--- src/rtl/gcd_unit_param.sv ---
// ---------------------------------------------------------------------------
// gcd_unit_param
//
// Greatest common divisor of two unsigned WIDTH-bit operands, computed with
// an iterative Euclidean subtract/swap loop (one step per clock).
// Each response carries the request's tag and a saturating count of the
// subtract/swap steps taken. A new request can be accepted on the same edge
// that consumes the previous response, so there is no idle cycle in between.
//
// Ports:
//   clk          clock, rising edge
//   reset        asynchronous, active-high reset
//   req_msg      operands {a, b}: a = [2*WIDTH-1:WIDTH], b = [WIDTH-1:0]
//   req_tag      tag captured with the request
//   req_val      request valid
//   req_rdy      request ready (combinational from resp_rdy, 0 during reset)
//   resp_msg     gcd(a, b)
//   resp_tag     tag of the request being answered
//   resp_cycles  number of compute steps, saturating at 2^CNT_W-1
//   resp_val     response valid
//   resp_rdy     response ready
// ---------------------------------------------------------------------------
module gcd_unit_param #(
    parameter int WIDTH = 16,
    parameter int TAG_W = 4,
    parameter int CNT_W = 16
) (
    input  logic               clk,
    input  logic               reset,
    input  logic [2*WIDTH-1:0] req_msg,
    input  logic [TAG_W-1:0]   req_tag,
    input  logic               req_val,
    output logic               req_rdy,
    output logic [WIDTH-1:0]   resp_msg,
    output logic [TAG_W-1:0]   resp_tag,
    output logic [CNT_W-1:0]   resp_cycles,
    output logic               resp_val,
    input  logic               resp_rdy
);

    typedef enum logic [1:0] {
        IDLE = 2'd0,
        CALC = 2'd1,
        DONE = 2'd2
    } state_t;

    state_t             state_reg;
    logic [WIDTH-1:0]   a_reg;
    logic [WIDTH-1:0]   b_reg;
    logic [TAG_W-1:0]   tag_reg;
    logic [CNT_W-1:0]   cnt_reg;
    logic               resp_val_reg;

    logic               accept;
    logic               cnt_full;
    logic [CNT_W-1:0]   cnt_next;

    // Ready while idle, or while finishing if the current response is being
    // taken this cycle; held low during reset so nothing is accepted then.
    assign req_rdy  = !reset &&
                      ((state_reg == IDLE) || ((state_reg == DONE) && resp_rdy));
    assign accept   = req_val && req_rdy;

    // Saturating step counter: stop at all-ones instead of wrapping.
    assign cnt_full = &cnt_reg;
    assign cnt_next = cnt_full ? cnt_reg : cnt_reg + CNT_W'(1);

    always_ff @(posedge clk or posedge reset) begin
        if (reset) begin
            state_reg    <= IDLE;
            a_reg        <= '0;
            b_reg        <= '0;
            tag_reg      <= '0;
            cnt_reg      <= '0;
            resp_val_reg <= 1'b0;
        end else if (accept) begin
            // Covers both a load from IDLE and a back-to-back load on the
            // edge that consumes the previous response.
            a_reg        <= req_msg[2*WIDTH-1:WIDTH];
            b_reg        <= req_msg[WIDTH-1:0];
            tag_reg      <= req_tag;
            cnt_reg      <= '0;
            resp_val_reg <= 1'b0;
            state_reg    <= CALC;
        end else begin
            case (state_reg)
                CALC: begin
                    if (a_reg < b_reg) begin
                        a_reg   <= b_reg;
                        b_reg   <= a_reg;
                        cnt_reg <= cnt_next;
                    end else if (b_reg != '0) begin
                        a_reg   <= a_reg - b_reg;
                        cnt_reg <= cnt_next;
                    end else begin
                        // Termination step is not counted.
                        state_reg    <= DONE;
                        resp_val_reg <= 1'b1;
                    end
                end
                DONE: begin
                    // Result registers stay untouched so the response is
                    // stable until the consumer takes it.
                    if (resp_rdy) begin
                        state_reg    <= IDLE;
                        resp_val_reg <= 1'b0;
                    end
                end
                default: begin
                    state_reg    <= IDLE;
                    resp_val_reg <= 1'b0;
                end
            endcase
        end
    end

    assign resp_val    = resp_val_reg;
    assign resp_msg    = a_reg;
    assign resp_tag    = tag_reg;
    assign resp_cycles = cnt_reg;

endmodule

--- config.mk ---
export PLATFORM = sky130hd
export DESIGN_NAME = gcd_unit_param
export DESIGN_NICKNAME = d
export VERILOG_FILES = /design/src/rtl/gcd_unit_param.sv
export SDC_FILE = /design/constraint.sdc
export NUM_CORES = 1
export LEC_CHECK = 0
export CAP_MARGIN = 20
export CORE_MARGIN = 2
export CORE_UTILIZATION = 51
export CTS_CLUSTER_SIZE = 12
export DETAILED_ROUTE_END_ITERATION = 8
export HOLD_SLACK_MARGIN = 0.05
export PLACE_DENSITY = 0.85
export SLEW_MARGIN = 20
export SYNTH_ARGS = -nofsm -noshare
export SYNTH_HDL_FRONTEND = slang
export SYNTH_SLANG_ARGS = --single-unit
--- constraint.sdc ---
create_clock -name clk -period 3.27 [get_ports clk]
set_input_delay 0.654 -clock clk [delete_from_list [all_inputs] [get_ports clk]]
set_output_delay 0.654 -clock clk [all_outputs]
set_load 0.03 [all_outputs]
======== Word level (Yosys, flattened, before mapping) ========
Index checks and enable logic that the tools add are counted.
storage, ports and cells
  word-level logic and storage cells ...... 50
  output and inout port bits .............. 38
  bits in registers ....................... 55
  bits of input ports ..................... 40
cells by class
  equality and inequality tests ........... 5
  $lt $le $gt $ge ......................... 1
  reductions and logical operators ........ 14
  $add $sub $neg .......................... 2
  muxes and demuxes ....................... 22
operators by type and width
  kind                                            number
  two-way mux 16 bit                              12
  adder 16 x 1 -> 16 bit (second input constant)  1
  less-than comparator 16 bit                     1
  AND reduction 16 bit                            1
  nonzero test 16 bit                             1
  subtractor 16 bit                               1
  != test 3 bit (second input constant)           3
  two-way mux 2 bit                               4
  two-way mux 1 bit                               4
  one-hot mux 2 bit (2 select lines)              1
  AND reduction 2 bit                             2
  nonzero test 2 bit                              2
  logical AND 1 bit                               3
  AND reduction 3 bit                             1
  nonzero test 3 bit                              1
  == test 2 x 1 -> 1 bit (second input constant)  1
  == test 2 bit (second input constant)           1
  logical NOT 2 bit                               1
  one-hot mux 1 bit (2 select lines)              1
  logical NOT 1 bit                               1
  logical OR 1 bit                                1

======== Longest topological paths before layout ========
  word-level depth ........................ 7
  gate-level depth with buffers ........... 13
  mapped depth without buffers ............ 11

======== Least setup slack after synthesis ========
No wires, ideal clock.
  path type ............................... reg2reg
  start point ............................. reg a_reg[0], in the netlist resp_msg[0]
  end point ............................... reg a_reg[11], in the netlist resp_msg[11]
  path buffers ............................ 0
  period minus slack after synthesis ...... 2.888 ns
  required time ........................... 3.142 ns
  arrival time ............................ 2.761 ns
  library setup time ...................... 0.128 ns
  path slack .............................. 0.382 ns
  stages on the path, launching flop included .. 12
  cells stage by stage .................... dfrtp_1 -> inv_1 -> ha_1 -> fa_1 -> nor2b_1 -> o31ai_2 -> a21oi_2 -> a221oi_4 -> o311ai_2 -> nor2_1 -> a222oi_1 -> nand2_1
on the way
  longest elaborated chain between the ends .. 5
  elaborated cells between the ends (all ways) .. 8
  classes of those cells .................. add/sub: 1; order compare: 1; mux: 4; reduce/logical: 2
ends and longest elaborated chain
  item                    line  source
  start, declared         48    logic [WIDTH-1:0] a_reg;
  start signal, assigned  79    a_reg <= req_msg[2*WIDTH-1:WIDTH];
  start signal, assigned  89    a_reg <= b_reg;
  start signal, assigned  93    a_reg <= a_reg - b_reg;
  subtractor 16 bit       93
  two-way mux 16 bit      92    end else if (b_reg != '0) begin
  two-way mux 16 bit      88    if (a_reg < b_reg) begin
  two-way mux 16 bit      86    case (state_reg)
  two-way mux 16 bit      76    end else if (accept) begin
Several ways; a longest one is shown, not always the timed one. The select of a mux whose other input is x is not followed.
A chain may end at the register's enable or synchronous reset.

======== Worst setup path after layout ========
  start point ............................. reg b_reg[0]
  end point ............................... reg a_reg[12], in the netlist resp_msg[12]
on the way
  longest elaborated chain between the ends .. 5
  elaborated cells between the ends (all ways) .. 9
  classes of those cells .................. add/sub: 1; order compare: 1; mux: 4; reduce/logical: 3
ends and longest elaborated chain
  item                    line  source
  start, declared         49    logic [WIDTH-1:0] b_reg;
  start signal, assigned  80    b_reg <= req_msg[WIDTH-1:0];
  start signal, assigned  90    b_reg <= a_reg;
  subtractor 16 bit       93
  two-way mux 16 bit      92
  two-way mux 16 bit      88
  two-way mux 16 bit      86
  two-way mux 16 bit      76
Several ways; a longest one is shown, not always the timed one. The select of a mux whose other input is x is not followed.

==> impl_metrics.yaml <==
drt:
  detail_route.wl_per_cell_um: 16.85
  avgViaCountPerCell: 5.982
  num_vias: 3320
  drc: 0
  ant_nets: 0
  first_iter_violations: 291
  drt_pass1_iterations: 5
  wirelength_um: 9354
worst_hold_path:
  min_from: "resp_tag[3]$_DFFE_PP0N_"
  hold_path.class: "flop to flop"
pwr:
  combPwrFrac: 0.664
  p_sw_mw: 2.410
  netSwitchingFraction: 0.4832
  p_seq_frac: 0.244
  intPower_mw: 2.577
  ir_worst_vdd_mv: 0.4217
  powerDensity_nw_per_um2: 1116
  clkPwrFrac: 0.092
  leakage_nw: 1.951
clock_tree:
  htreeDepth: 2
  cts_root_buf: "clkbuf_8"
  tritoncts: "done"
  clock-sinks: 54
  cts.path.max_buffers: 2
  cts.clk_slew.worst_paths_ps: 100
  cts_hold_buf: 0
  cts_buffers: 5
  insertion_delay_ps: 310
yosys:
  synth_top_area_frac: 0.3924
  synth_edf_count: 0
  synthMuxAreaShare: 0.06395
  synthesis.nets: 450
  synth_xor_area_frac: 0.04070
  netlist_area_um2: 3443
  synth_top_family_by_area: "simple AND/OR/NAND/NOR gates"
  synthFlopType: "dfrtp_1"
  synth-simple-area-share: 0.1951
  synth-compound-area-share: 0.1893
  synth_seq_cells: 54
  netlist_instances: 392
  post-synth-top-area-cell: "dfrtp_1"
  avgSynthCellArea_um2: 8.784
  ys_warn_count: 0
  yosysMostFrequentCell: "nand2_1"
  synth_common_cells: "nand2_1, dfrtp_1, inv_1"
  synth-adder-area-share: 0.06759
  yosysSeqAreaShare: 0.3924
  synth_cell_types: 55
  async_flop_share: 1.000
  synth_area_leaders: "dfrtp_1, nand2_1, mux2i_1"
sta:
  fin_crit_sh: 0.9539
  hold_violations: 0
  clock-skew-final_ps: 9.949
  slew_headroom: 0.5419
  fmax_mhz: 320.6
  setup_viol: 0
  drv_slew: 0
  hold-worst-slack_ps: 492.8
  fin_crit_ps: 3119
  worstMarginPinSlew_ps: 678.5
  setup_tns_ps: 0
placed_design:
  dpl_cell_area_um2: 4339
  gp_congestion: 0.9614
  port_buffers: 77
  dpl.hpwl_um: 6654
global_routing:
  grt_max_degree: 55
  grt_pass1_wl_um: 15780
  overflow: 0
  antenna_found_initial: 0
  grt_use_total: 0.2642
  grt_pass1_vias: 3370
critical_path:
  path_buf_inv: 2
  cpMaxStageDelayCell: "dfrtp_1"
  cp_top_family: "compound AO/OA/AOI/OAI gates"
  path_common_cell: "buf_4"
  crit_fanout: 8
  endpoint: "resp_msg[12]$_DFFE_PP0P_"
  crit_type: "flop to flop"
  critPathLaunchType: "flop"
  cp-startpoint: "b_reg[0]$_DFFE_PP0P_"
  crit_arrival_ps: 3320
  reg2regPathDepth: 12
  rr_endpoint: "resp_msg[12]$_DFFE_PP0P_"
  crit_required_ps: 3470
  path_depth: 12
  crit_chain: "ha_1 -> fa_1 -> nor2b_1 -> o31ai_2 -> a21oi_2 -> a221oi_4 -> buf_4 -> o311ai_2 -> buf_4 -> nor2_1 -> a222oi_1 -> nand2_1"
  timing.rr.start: "b_reg[0]$_DFFE_PP0P_"
  slowest_delay_ps: 440
  rrSetupSlack_ps: 150
  timing.critical_path.to_type: "flop"
layout:
  fillCellCount: 506
  num_antenna_cells: 0
  seq_area_um2: 1351
  layout-drive-gt1-share: 0.07950
  syn_to_final_growth_pct: 29.80
  multi_input_area_um2: 1924
  nNetsFinal: 535
  fin_area_um2: 4469
  final_util: 0.6959
floorplan:
  die_area_um2: 7424
  die_y_um: 86.17
  core_um2: 6422
  start_util: 0.5361
  die_w_um: 86.17
  row_count: 29
  io_pins: 78
run_status:
  status: "finished, final reports clean"
run:
  maxCapViolCount: 0
==> layout by cell type (no fill, tap or decap), types with 2 or more instances in the layout <==
| master | Yosys | final |
|---|---|---|
| clkdlybuf4s50_1 | 0 | 77 |
| nand2_1 | 69 | 69 |
| dfrtp_1 | 54 | 54 |
| inv_1 | 26 | 25 |
| o21ai_0 | 25 | 25 |
| a21oi_1 | 23 | 23 |
| nor2_1 | 22 | 22 |
| mux2i_1 | 22 | 22 |
| ha_1 | 17 | 17 |
| buf_4 | 2 | 16 |
| nand3_1 | 12 | 12 |
| xnor2_1 | 10 | 10 |
| nand4_1 | 8 | 8 |
| o21ai_1 | 8 | 8 |
| nor4_1 | 6 | 6 |
| xor2_1 | 6 | 6 |
| o21a_1 | 5 | 5 |
| clkbuf_8 | 0 | 5 |
| nor2b_1 | 4 | 4 |
| and3_1 | 4 | 4 |
| nor3_1 | 4 | 4 |
| a211oi_1 | 4 | 3 |
| a21o_1 | 3 | 3 |
| o211ai_1 | 3 | 3 |
| a221o_1 | 3 | 3 |
| a31oi_1 | 3 | 3 |
| nand2b_1 | 2 | 2 |
| o21bai_1 | 2 | 2 |
| or2_2 | 2 | 2 |
| o31a_1 | 2 | 2 |
| a22oi_1 | 2 | 2 |
| or3_1 | 2 | 2 |
| nand3b_1 | 2 | 2 |
| a222oi_1 | 2 | 2 |
| clkinv_2 | 0 | 2 |
==> through the flow <==
step           total power [mW]  instances  worst slack, ps
6_report                  4.987        555            150.9
5_1_grt                   5.351        555           -7.224
4_1_cts                   4.893        553            171.1
3_3_place_gp              4.322        545            352.9
2_1_floorplan             3.485        392            381.9
3_5_place_dp              4.400        545            194.5
==> kinds of logic after synthesis <==
family                   count (synthesis)
AND/OR/NAND/NOR                        143
AO/OA/AOI/OAI                           98
flip-flops                              54
buffers and inverters                   41
multiplexers                            22
adder cells (fa/ha/maj)                 18
XOR/XNOR                                16
==> cell type report <==
| type | instances | share of cell area |
|---|---|---|
| clock inverter | 3 | 0.008959 |
| sequential | 54 | 0.3024 |
| multi-input combinational | 297 | 0.4306 |
| inverter | 26 | 0.02184 |
| tap | 77 | 0.02156 |
| clock buffer | 5 | 0.01540 |
| timing repair buffer | 93 | 0.1993 |
==> worst register-to-register path: stages, from the launching register on <==
cell      delay (ps)
dfrtp_1          440
ha_1             230
fa_1             400
nor2b_1          250
o31ai_2          120
a21oi_2          200
a221oi_4         110
buf_4            160
o311ai_2         310
buf_4            220
nor2_1           110
a222oi_1         350
nand2_1          100
==> timing repair <==
item                       in CTS  in global routing
setup buffers                   0                  2
gates resized for setup         0                  2
setup endpoints to repair       0                  6
==> metal layers <==
metal	share of wire	global-route usage
met5	0	0
met4	0.028	0.09668
met3	0.065	0.05294
met2	0.47	0.4285
met1	0.44	0.3503
==> power groups by stage <==
stage	registers (mW)	clock network (mW)	logic, mW
floorplan	1.41	0	2.08
global placement	1.20	0	3.12
detailed placement	1.21	0	3.19
CTS	1.20	0.465	3.22
global route	1.25	0.492	3.61
finish	1.21	0.459	3.31
==> worst min path at each step <==
stage                          endpoint  cells after the start
3_3_place_gp    resp_tag[2]$_DFFE_PP0N_                      2
2_1_floorplan  resp_msg[11]$_DFFE_PP0P_                      2
4_1_cts         resp_tag[2]$_DFFE_PP0N_                      2
5_1_grt         resp_tag[3]$_DFFE_PP0N_                      2
6_report        resp_tag[3]$_DFFE_PP0N_                      2
3_5_place_dp    resp_tag[2]$_DFFE_PP0N_                      2
Power figures use the tool's default switching activity.
